`src/rtl/it_pkg.sv`:
```
// Shared definitions for the IT input front-end: FSM state encodings and the
// default debounce length.
package it_pkg;

  localparam int DEBOUNCE_CYCLES_DEF = 4;

  typedef enum logic [2:0] {
    IDLE         = 3'd0,
    PRESS_DB     = 3'd1,
    PULSE        = 3'd2,
    RELEASE_WAIT = 3'd3,
    HALTED       = 3'd4
  } it_state_e;

  // Synchronised button level each state is waiting to see held stable.
  function automatic logic wait_lvl(it_state_e s);
    return (s == IDLE) || (s == PRESS_DB);
  endfunction

endpackage

```
`src/rtl/it_sync2.sv`:
```
// Parameterisable-width two-flop synchroniser with async active-low reset.
module it_sync2 #(
  parameter int W = 1
) (
  input  logic         Clock,
  input  logic         Reset,
  input  logic [W-1:0] d,
  output logic [W-1:0] q
);

  logic [W-1:0] meta;

  always_ff @(posedge Clock or negedge Reset) begin
    if (!Reset) begin
      meta <= '0;
      q    <= '0;
    end else begin
      meta <= d;
      q    <= meta;
    end
  end

endmodule

```
`src/rtl/it_input_ctrl.sv`:
```
// Push-button / switch-bank front-end for IT: synchronise, debounce, latch the
// switches on a confirmed press and emit one registered Enter pulse per press.
module it_input_ctrl
  import it_pkg::*;
#(
  parameter int DEBOUNCE_CYCLES = DEBOUNCE_CYCLES_DEF,
  parameter int CNT_W           = 16
) (
  input  logic       Clock,
  input  logic       Reset,
  input  logic       Button,
  input  logic [7:0] Switches,
  input  logic       Halt,
  output logic       Enter,
  output logic [7:0] Input,
  output logic       Ready,
  output logic [7:0] EntryCount
);

  localparam logic [CNT_W-1:0] DB_MAX = CNT_W'(DEBOUNCE_CYCLES);

  logic             btn_s;
  logic [7:0]       sw_s;
  it_state_e        state, nxt;
  logic [CNT_W-1:0] cnt, cnt_nxt;

  it_sync2 #(.W(1)) u_sync_btn (.Clock(Clock), .Reset(Reset), .d(Button),   .q(btn_s));
  it_sync2 #(.W(8)) u_sync_sw  (.Clock(Clock), .Reset(Reset), .d(Switches), .q(sw_s));

  always_comb begin
    nxt = state;
    unique case (state)
      IDLE:         if (Halt) nxt = HALTED;
                    else if (btn_s) nxt = PRESS_DB;
      PRESS_DB:     if (!btn_s) nxt = IDLE;
                    else if (Halt) nxt = HALTED;
                    else if (cnt == DB_MAX) nxt = PULSE;
      PULSE:        nxt = RELEASE_WAIT;
      RELEASE_WAIT: if (Halt) nxt = HALTED;
                    else if (!btn_s && cnt == DB_MAX) nxt = IDLE;
      HALTED:       if (!Halt && !btn_s && cnt == DB_MAX) nxt = IDLE;
      default:      nxt = IDLE;
    endcase
  end

  // Counter restarts whenever the awaited level flips, so a partial press count
  // can never be credited towards a release (and vice versa).
  always_comb begin
    cnt_nxt = '0;
    if (wait_lvl(nxt) == wait_lvl(state) && btn_s == wait_lvl(state))
      cnt_nxt = (cnt == DB_MAX) ? cnt : cnt + CNT_W'(1);
  end

  always_ff @(posedge Clock or negedge Reset) begin
    if (!Reset) begin
      state      <= IDLE;
      cnt        <= '0;
      Enter      <= 1'b0;
      Input      <= 8'h00;
      Ready      <= 1'b0;
      EntryCount <= 8'h00;
    end else begin
      state <= nxt;
      cnt   <= cnt_nxt;
      Enter <= (nxt == PULSE);
      Ready <= (nxt == IDLE);
      if (nxt == PULSE) begin
        Input      <= sw_s;
        EntryCount <= EntryCount + 8'd1;
      end
    end
  end

endmodule

```
`config.mk`:
```
export PLATFORM = sky130hd
export DESIGN_NAME = it_input_ctrl
export DESIGN_NICKNAME = d
export VERILOG_FILES = /design/src/rtl/it_pkg.sv /design/src/rtl/it_sync2.sv /design/src/rtl/it_input_ctrl.sv
export SDC_FILE = /design/constraint.sdc
export NUM_CORES = 1
export LEC_CHECK = 0
export ABC_CLOCK_PERIOD_IN_PS = 1700
export CAP_MARGIN = 25
export CORE_MARGIN = 3
export CORE_UTILIZATION = 51
export CTS_BUF_LIST = sky130_fd_sc_hd__clkbuf_4
export DETAILED_ROUTE_END_ITERATION = 7
export HOLD_SLACK_MARGIN = 0.06
export PLACE_DENSITY = 0.77
export SYNTH_ARGS = -nofsm -noshare
export SYNTH_HDL_FRONTEND = slang
export SYNTH_SLANG_ARGS = --single-unit
export TNS_END_PERCENT = 1
```
`constraint.sdc`:
```
create_clock -name Clock -period 1.7 [get_ports Clock]
set_input_delay 0.255 -clock Clock [delete_from_list [all_inputs] [get_ports Clock]]
set_output_delay 0.255 -clock Clock [all_outputs]
set_load 0.05 [all_outputs]
```
[Yosys cells after proc, flatten, opt, wreduce, memory -nomap -nowiden]
Cells that the tools add are included.
Storage, ports and cells
  register bits: 55
  input port bits: 12
  word-level logic and storage cells: 43
Operators by class
  add/subtract/negate cells: 2
  eq/ne operators: 10
  mux-type cells: 11
  reduce and logical (&&, ||, !) cells: 10
Operators by type and width (number)
  $mux 16: 2
  $mux 3: 8
  $add 16x1->16 const B: 1
  $eq 16x3->1 const B: 1
  $pmux 3 s5: 1
  $eq 3x2->1 const B: 3
  $add 8x1->8 const B: 1
  $eq 3x1->1 const B: 2
  $logic_not 3->1: 2
  $logic_and 1x1->1: 4
  $eq 3x3->1 const B: 1
  $eq 1x1->1: 2
  $logic_not 1->1: 2
  $logic_or 1x1->1: 2
  $ne 2x2->1 const B: 1

[Depth between registers and ports, before layout]
Gate-level depths: netlist of run 1.
  depth after elaboration: 10
  gate-level depth with buffers: 7
  gate-level depth less buffers: 6

[By module]
A second synthesis of run 1 with hierarchy kept.
Second synthesis, totals
  cells, all modules: 198
  area, all modules: 2507.4 um^2
Modules (own cells, without submodules)
  it_input_ctrl: instances 1, cells each 180, area an instance 2057.0 um^2, seq. area each 925.9 um^2
  it_sync2 (u_sync_sw): instances 1, cells each 16, area an instance 400.4 um^2, seq. area each 400.4 um^2
  it_sync2 (u_sync_btn): instances 1, cells each 2, area an instance 50.0 um^2, seq. area each 50.0 um^2

[Worst setup path after synthesis of run 1]
No wires, ideal clock.
  path kind: flip-flop to flip-flop
  from: register cnt[0]
  to: register cnt[2]
  arrival: 1702 ps
  data required time: 1613 ps
  slack: -89 ps
  cell stages (with the launch flop): 8
  path buffers: 1
  period minus slack after synthesis: 1789 ps
  cell sequence: dfrtp_1 > inv_1 > ha_1 > and4bb_2 > and4_2 > buf_4 > or3_1 > a22oi_1
Between the ends
  longest elaborated chain between the ends: 10
RTL lines
  start: declaration: line it_input_ctrl.sv:25  | logic [CNT_W-1:0] cnt, cnt_nxt;
  start signal: assignment: line it_input_ctrl.sv:64  | cnt <= cnt_nxt;
  $eq 16x3->1
  $mux 3 or $logic_and 1x1->1 (tied branches): line it_input_ctrl.sv:37, it_input_ctrl.sv:40
  $mux 3, on equally long branches: line it_input_ctrl.sv:36, it_input_ctrl.sv:40
  $mux 3, on equally long branches: line it_input_ctrl.sv:35, it_input_ctrl.sv:39
  $pmux 3 s5: line it_input_ctrl.sv:32  | unique case (state)
  $eq 3x1->1 or $logic_not 3->1 (tied branches): line it_pkg.sv:17  | return (s == IDLE) || (s == PRESS_DB);
  $logic_or 1x1->1: line it_pkg.sv:17
  $eq 1x1->1: line it_input_ctrl.sv:50  | if (wait_lvl(nxt) == wait_lvl(state) && btn_s == wait_lvl(state))
  $logic_and 1x1->1: line it_input_ctrl.sv:50
  $ne 2x2->1 (no line) or $mux 16 (tied branches)
Parallel ways exist; a longest one is shown, timed or not. The select of a mux whose other input is x is not followed.
A chain may end at the register's enable or synchronous reset.

[Final worst setup path of run 1]
  from: register cnt[14]
  to: register cnt[1]
Between the ends
  longest elaborated chain between the ends: 10
RTL lines (line)
  $eq 16x3->1 *
  $mux 3 or $logic_and 1x1->1 (tied branches): it_input_ctrl.sv:37, it_input_ctrl.sv:40
  $mux 3, on equally long branches: it_input_ctrl.sv:36, it_input_ctrl.sv:40
  $mux 3, on equally long branches: it_input_ctrl.sv:35, it_input_ctrl.sv:39
  $pmux 3 s5: it_input_ctrl.sv:32
  $eq 3x1->1 or $logic_not 3->1 (tied branches): it_pkg.sv:17
  $logic_or 1x1->1: it_pkg.sv:17
  $eq 1x1->1: it_input_ctrl.sv:50
  $logic_and 1x1->1: it_input_ctrl.sv:50
  $ne 2x2->1 (no line) or $mux 16 (tied branches)
Mark *: on every way between the ends. The rest lies on a longest branch, timed or not.

==> results of run 1 <==
power by group through the flow:
stage	logic, mW	clock network, mW	registers, mW
final	0.483	0.574	1.39
after global routing	0.527	0.648	1.40
after CTS	0.474	0.591	1.39
after detailed placement	0.406	0	1.41
after global placement	0.380	0	1.41
after floorplan	0.188	0	1.43
metal layers:
metal,routed length (um),up-vias,global-route usage (%)
met2,2558,55,33.08
met3,219,11,4.406
met1,2153,851,25.79
met5,0,-,0
met4,102,0,8.103
li1,-,814,-
stage by stage:
stage	setup WS, ns	TNS (ns)	total power [mW]
finish	-0.06466	-1.030	2.447
global route	-0.1409	-3.215	2.571
CTS	-0.05389	-1.050	2.452
detailed placement	-0.2117	-5.238	1.817
global placement	-0.2007	-4.425	1.788
floorplan	-0.06406	-0.6609	1.615
logic make-up after synthesis:
group / count (synthesis) / share of synthesized area (%)
simple gates: 55 / 16.62
flops: 55 / 56.97
compound gates: 30 / 9.736
xor+xnor: 19 / 6.888
buf+inv: 13 / 3.158
mux: 11 / 5.075
fa+ha+maj: 3 / 1.554
critical path: cells and delay by family, from the launching register on:
family | cells | cell delay [ns]
DFF | 1 | 0.44
and+or+nand+nor | 2 | 0.60
buffers and inverters | 1 | 0.21
AOI/OAI and AO/OA | 2 | 0.42
sequential cells by signal, summed over array words and instances (netlist names):
| name | count |
|---|---|
| Enter | 1 |
| EntryCount | 8 |
| Input | 8 |
| Ready | 1 |
| cnt | 16 |
| state | 3 |
| u_sync_btn.meta | 1 |
| u_sync_btn.q | 1 |
| u_sync_sw.meta | 8 |
| u_sync_sw.q | 8 |
cell type report:
type | count | area share (%)
inverter | 6 | 0.7282
clock buffer | 6 | 1.456
clock inverter | 2 | 0.4045
tap | 52 | 2.104
sequential | 55 | 44.50
multi-input combinational | 119 | 32.73
timing repair buffer | 67 | 18.08
worst paths after layout:
path | from | to | slack, ns | depth (start not counted)
max | cnt[14] | cnt[1] | -0.06 | 5
min | Button | u_sync_btn.meta | 0.30 | 1
max reg2reg | cnt[14] | cnt[1] | -0.06 | 5
min reg2reg | u_sync_sw.meta[6] | u_sync_sw.q[6] | 0.37 | 0
max in group asynchronous | Reset | Enter | 1.08 | 3
min in group asynchronous | Reset | cnt[11] | 0.38 | 3
cells in the final DEF, fill, tap and decap left out, types with 3 or more instances in the layout:
| cell type | netlist | final |
|---|---|---|
| a21oi_2 | 10 | 13 |
| a22oi_1 | 3 | 3 |
| and3_1 | 5 | 5 |
| buf_4 | 1 | 49 |
| buf_6 | 3 | 5 |
| clkbuf_4 | 0 | 6 |
| clkdlybuf4s50_1 | 0 | 10 |
| dfrtp_1 | 55 | 55 |
| inv_1 | 6 | 4 |
| mux2_2 | 10 | 10 |
| nand2_1 | 5 | 5 |
| nand3_1 | 6 | 6 |
| nand4_1 | 13 | 13 |
| nor2_1 | 4 | 4 |
| o21ai_0 | 6 | 5 |
| or3_1 | 3 | 3 |
| xnor2_1 | 12 | 12 |
| xor2_1 | 7 | 7 |
repair_timing:
item                                   CTS  global route
endpoints found under the hold margin   55             0
resized for setup                       13             4
buffers inserted                         5             0
hold buffers                             1             0
gates cloned                             2             0
pin swaps                               17             5
setup endpoints to repair               31            34
==> results.sh, run 1 <==
export IMPL_outcome="finished, violations left"
export IMPL_violations="negative setup slack"
export IMPL_yosysWarnings=0
export IMPL_finalWirelength_mm=5.033
export IMPL_crit_type="flop to flop"
export IMPL_nets=269
export IMPL_drc=0
export IMPL_drv_slew=0
export IMPL_clk_insertion_delay_late_ns=0.37
export IMPL_synth_cells=186
export IMPL_dp_cells=291
export IMPL_seqPwrFrac_pct=56.8
export IMPL_crit_arrival_ns=2.03
export IMPL_cp_slowest_cell="dfrtp_1"
export IMPL_drive_gt1_share_pct=40.00
export IMPL_peakVddDrop_mv=0.5583
export IMPL_multiInputGateArea_um2=1012
export IMPL_min_period_over_period_pct=103.8
export IMPL_die_area_um2=5600
export IMPL_switching_share_pct=27.76
export IMPL_synth_top_area_cell="dfrtp_1"
export IMPL_core_rowCount=24
export IMPL_clock_sinks=55
export IMPL_place_congestion=0.9132
export IMPL_worstSetupStartpointType="flop"
export IMPL_powerDensity_nw_per_um2=791.3
export IMPL_final_cells=307
export IMPL_initial_utilization_pct=54.00
export IMPL_synthTopCellsByCount="dfrtp_1 (55), nand4_1 (13), xnor2_1 (12)"
export IMPL_numCtsBuffers=5
export IMPL_synth_edf_count=0
export IMPL_power_switching_mw=0.6793
export IMPL_hold_class="input port to flop"
export IMPL_leakage_nw=1.389
export IMPL_yosysMostFrequentCell="dfrtp_1"
export IMPL_setup_viol=28
export IMPL_cts_tree="done"
export IMPL_crit_required_ns=1.97
export IMPL_drt_iter0_markers=70
export IMPL_synth_ff_latch_count=55
export IMPL_synth_area_um2=2416
export IMPL_p_int_mw=1.768
export IMPL_final_util_pct=69.13
export IMPL_diodes=0
export IMPL_end_kind="flop"
export IMPL_fin_skew_ns=0.01325
export IMPL_vias=1731
export IMPL_worstPathMaxFanout=7
export IMPL_cap_viol_max_count=0
export IMPL_fillers=318
export IMPL_die_w_um=74.83
export IMPL_yosysTopAreaCellShare_pct=56.97
export IMPL_synthFlopType="dfrtp_1"
export IMPL_worst_slew_pin_transition_ns=0.3526
export IMPL_coreArea_um2=4474
export IMPL_hold_violations=0
export IMPL_synthTopCellsByArea="dfrtp_1 (57%), mux2_2 (4.7%), xnor2_1 (4.4%)"
export IMPL_ys_async_sr_fraction_pct=100.0
export IMPL_ys_seq_area_share_pct=56.97
export IMPL_fmax_mhz=566.7
export IMPL_grt_max_degree=56
export IMPL_detailed_place_area_um2=2914
export IMPL_cts_htree_levels=2
export IMPL_grt_usage_pct=20.08
export IMPL_grt_ovfl_total=0
export IMPL_post_route_cell_area_um2=3093
export IMPL_syn_avg_cell_area_um2=12.99
export IMPL_area_growth_pct=28.02
export IMPL_clockBufferDepth=2
export IMPL_relSlewSlack_pct=76.43
export IMPL_grt_pass1_vias=1813
export IMPL_setup_ws_ns=-0.06466
export IMPL_crit_chain="nor4_4, nand4_4, o311ai_4, buf_6, a21oi_2"
export IMPL_grt_pass1_wl_mm=8.438
export IMPL_drt_first_pass_iters=4
export IMPL_wire_per_inst_um=16.39
export IMPL_grt_setup_unrepaired="yes"
export IMPL_critPathMaxStageDelay_ns=0.44
export IMPL_antenna_left=0
export IMPL_seq_area_um2=1376
export IMPL_place_hpwl_mm=3.456
export IMPL_power_share_clock_pct=23.5
export IMPL_via_per_inst=5.638
export IMPL_clkTransAtPathRegs_ns=0.16
export IMPL_io_pins=30
export IMPL_hold_ws_ns=0.2963
export IMPL_antenna_found_initial=0
export IMPL_root_buffer="clkbuf_4"
export IMPL_fin_crit_ns=1.765
export IMPL_syn_nets=201
export IMPL_die_y_um=74.83
export IMPL_placement_io_buffers=29
export IMPL_ys_types=42
export IMPL_p_comb_share_pct=19.7
Note: power is estimated with default switching activity, not from simulation.
==> inputs of run 2 (changes only) <==
==> constraint.sdc (replaced) <==
create_clock -name Clock -period 1.7 [get_ports Clock]
set_input_delay 0.51 -clock Clock [delete_from_list [all_inputs] [get_ports Clock]]
set_output_delay 0.51 -clock Clock [all_outputs]
set_load 0.05 [all_outputs]
==> run 2 against run 1 <==
  * The run still ends with negative setup slack left
  * Combinational power grew 4%
  * Flip-flop and latch count did not move
  * Non-clock buffer count fell by 4
  * Sequential share of layout area fell by 3.0 points
  * Clock power up 3%
  * Die area stayed put
==> results.sh, run 2 (synthesized netlist as in run 1, its figures left out) <==
export IMPL_place_hpwl_mm=3.589
export IMPL_clockBufferDepth=2
export IMPL_switching_share_pct=28.35
export IMPL_hold_violations=0
export IMPL_worst_slew_pin_transition_ns=0.3472
export IMPL_die_y_um=74.83
export IMPL_via_per_inst=5.795
export IMPL_setup_ws_ns=-0.09154
export IMPL_fin_skew_ns=0.01142
export IMPL_p_int_mw=1.781
export IMPL_reg2reg_from="cnt[8]"
export IMPL_die_area_um2=5600
export IMPL_root_buffer="clkbuf_4"
export IMPL_antenna_left=0
export IMPL_placement_io_buffers=29
export IMPL_final_cell_mix="dfrtp_1 (55), buf_4 (26), buf_12 (19), nand4_1 (13), xnor2_1 (12)"
export IMPL_outcome="finished, violations left"
export IMPL_clkTransAtPathRegs_ns=0.17
export IMPL_cap_viol_max_count=0
export IMPL_fin_crit_ns=1.792
export IMPL_violations="negative setup slack"
export IMPL_cts_htree_levels=2
export IMPL_crit_type="flop to flop"
export IMPL_power_share_clock_pct=23.9
export IMPL_io_pins=30
export IMPL_nets=265
export IMPL_vias=1756
export IMPL_grt_pass1_vias=1765
export IMPL_grt_ovfl_total=0
export IMPL_crit_required_ns=1.97
export IMPL_grt_pass1_wl_mm=8.390
export IMPL_grt_usage_pct=20.02
export IMPL_cts_tree="done"
export IMPL_grt_setup_unrepaired="yes"
export IMPL_grt_max_degree=56
export IMPL_final_util_pct=74.13
export IMPL_layout_commonest_cell="dfrtp_1"
export IMPL_diodes=0
export IMPL_setup_viol=27
export IMPL_p_comb_share_pct=20.2
export IMPL_numCtsBuffers=5
export IMPL_end_kind="flop"
export IMPL_peakVddDrop_mv=0.7325
export IMPL_drv_slew=0
export IMPL_drive_gt1_share_pct=39.04
export IMPL_min_period_over_period_pct=105.4
export IMPL_hold_ws_ns=0.08208
export IMPL_power_switching_mw=0.7047
export IMPL_worstSetupStartpointType="flop"
export IMPL_antenna_found_initial=0
export IMPL_coreArea_um2=4474
export IMPL_drt_iter0_markers=82
export IMPL_largest_register_ffs=16
export IMPL_crit_arrival_ns=2.06
export IMPL_core_rowCount=24
export IMPL_finalWirelength_mm=5.214
export IMPL_worstPathMaxFanout=8
export IMPL_area_growth_pct=37.29
export IMPL_powerDensity_nw_per_um2=749.3
export IMPL_drt_first_pass_iters=4
export IMPL_initial_utilization_pct=54.00
export IMPL_relSlewSlack_pct=76.68
export IMPL_die_w_um=74.83
export IMPL_seqPwrFrac_pct=55.9
export IMPL_clk_insertion_delay_late_ns=0.38
export IMPL_place_congestion=0.8739
export IMPL_leakage_nw=1.439
export IMPL_critPathLaunch="cnt[8]"
export IMPL_fmax_mhz=558.2
export IMPL_clock_sinks=55
export IMPL_drc=0
export IMPL_hold_class="input port to asynchronous set/reset pin"
export IMPL_top_register="cnt"
export IMPL_wire_per_inst_um=17.21
-- run 2: changes by cell type in the layout (fill, tap and decap cells not counted), sizes merged --
| cell | change |
|---|---|
| inv | +1 |
| clkinvlp | -1 |
| clkbuf | -1 |
| dlymetal6s2s | +1 |
| clkinv | +1 |
| dlygate4sd3 | -1 |
| buf | -3 |
| clkdlybuf4s50 | -1 |
-- run 2: final timing paths --
check,slack [ns],cells past startpoint,end
setup / recovery,-0.09,4,EntryCount[1]
hold / removal,0.08,2,cnt[9]
setup reg to reg,-0.09,4,EntryCount[1]
hold reg to reg,0.37,0,u_sync_sw.q[5]
max in group asynchronous,1.35,2,EntryCount[6]
min in group Clock,0.37,0,u_sync_sw.q[5]
-- run 2: worst max-delay path: stages, from the launching register on --
cell,delay [ns]
dfrtp_1,0.44
nor4_4,0.40
and4_4,0.39
nand3_4,0.14
mux2_2,0.30
-- run 2: stage by stage --
stage | total power, mW | TNS, ns | setup slack, ns | std cells | area, um^2
5_1_grt | 2.598 | -4.184 | -0.1787 | 303 | 3317
3_3_place_gp | 1.801 | -12.30 | -0.4377 | 293 | 3154
3_5_place_dp | 1.828 | -13.31 | -0.4725 | 293 | 3154
6_report | 2.485 | -1.333 | -0.09154 | 303 | 3317
2_1_floorplan | 1.615 | -0.6609 | -0.06406 | 186 | 2417
4_1_cts | 2.430 | -1.274 | -0.09361 | 302 | 3261
-- run 2: repair_timing --
action | 4_1_cts | 5_1_grt
setup buffers | 0 | 1
setup endpoints to repair | 30 | 35
pin swaps | 7 | 7
resized for setup | 9 | 11
gates cloned | 1 | 0
hold buffers | 0 | 0
-- run 2: area by class of cell --
class,instances,area (um^2)
clock buffer,5,37.54
multi-input combinational,119,1026
fill,275,1157
inverter,6,22.52
clock inverter,3,23.77
sequential,55,1376
tap,52,65.06
timing repair buffer,63,765.7
-- run 2: power by group through the flow --
stage               clock network (mW)  logic (mW)  registers, mW
floorplan                            0       0.188           1.43
detailed placement                   0       0.416           1.41
finish                           0.593       0.502           1.39
global route                     0.662       0.540           1.40
global placement                     0       0.393           1.41
CTS                              0.607       0.434           1.39
-- run 2: layer usage --
metal	part of all wire (%)	global-route usage, %	vias to the layer above
li1	-	-	806
met1	42	26.95	878
met2	51	32.21	58
met3	5.0	5.474	14
met4	1.9	5.336	0
met5	0	0	-
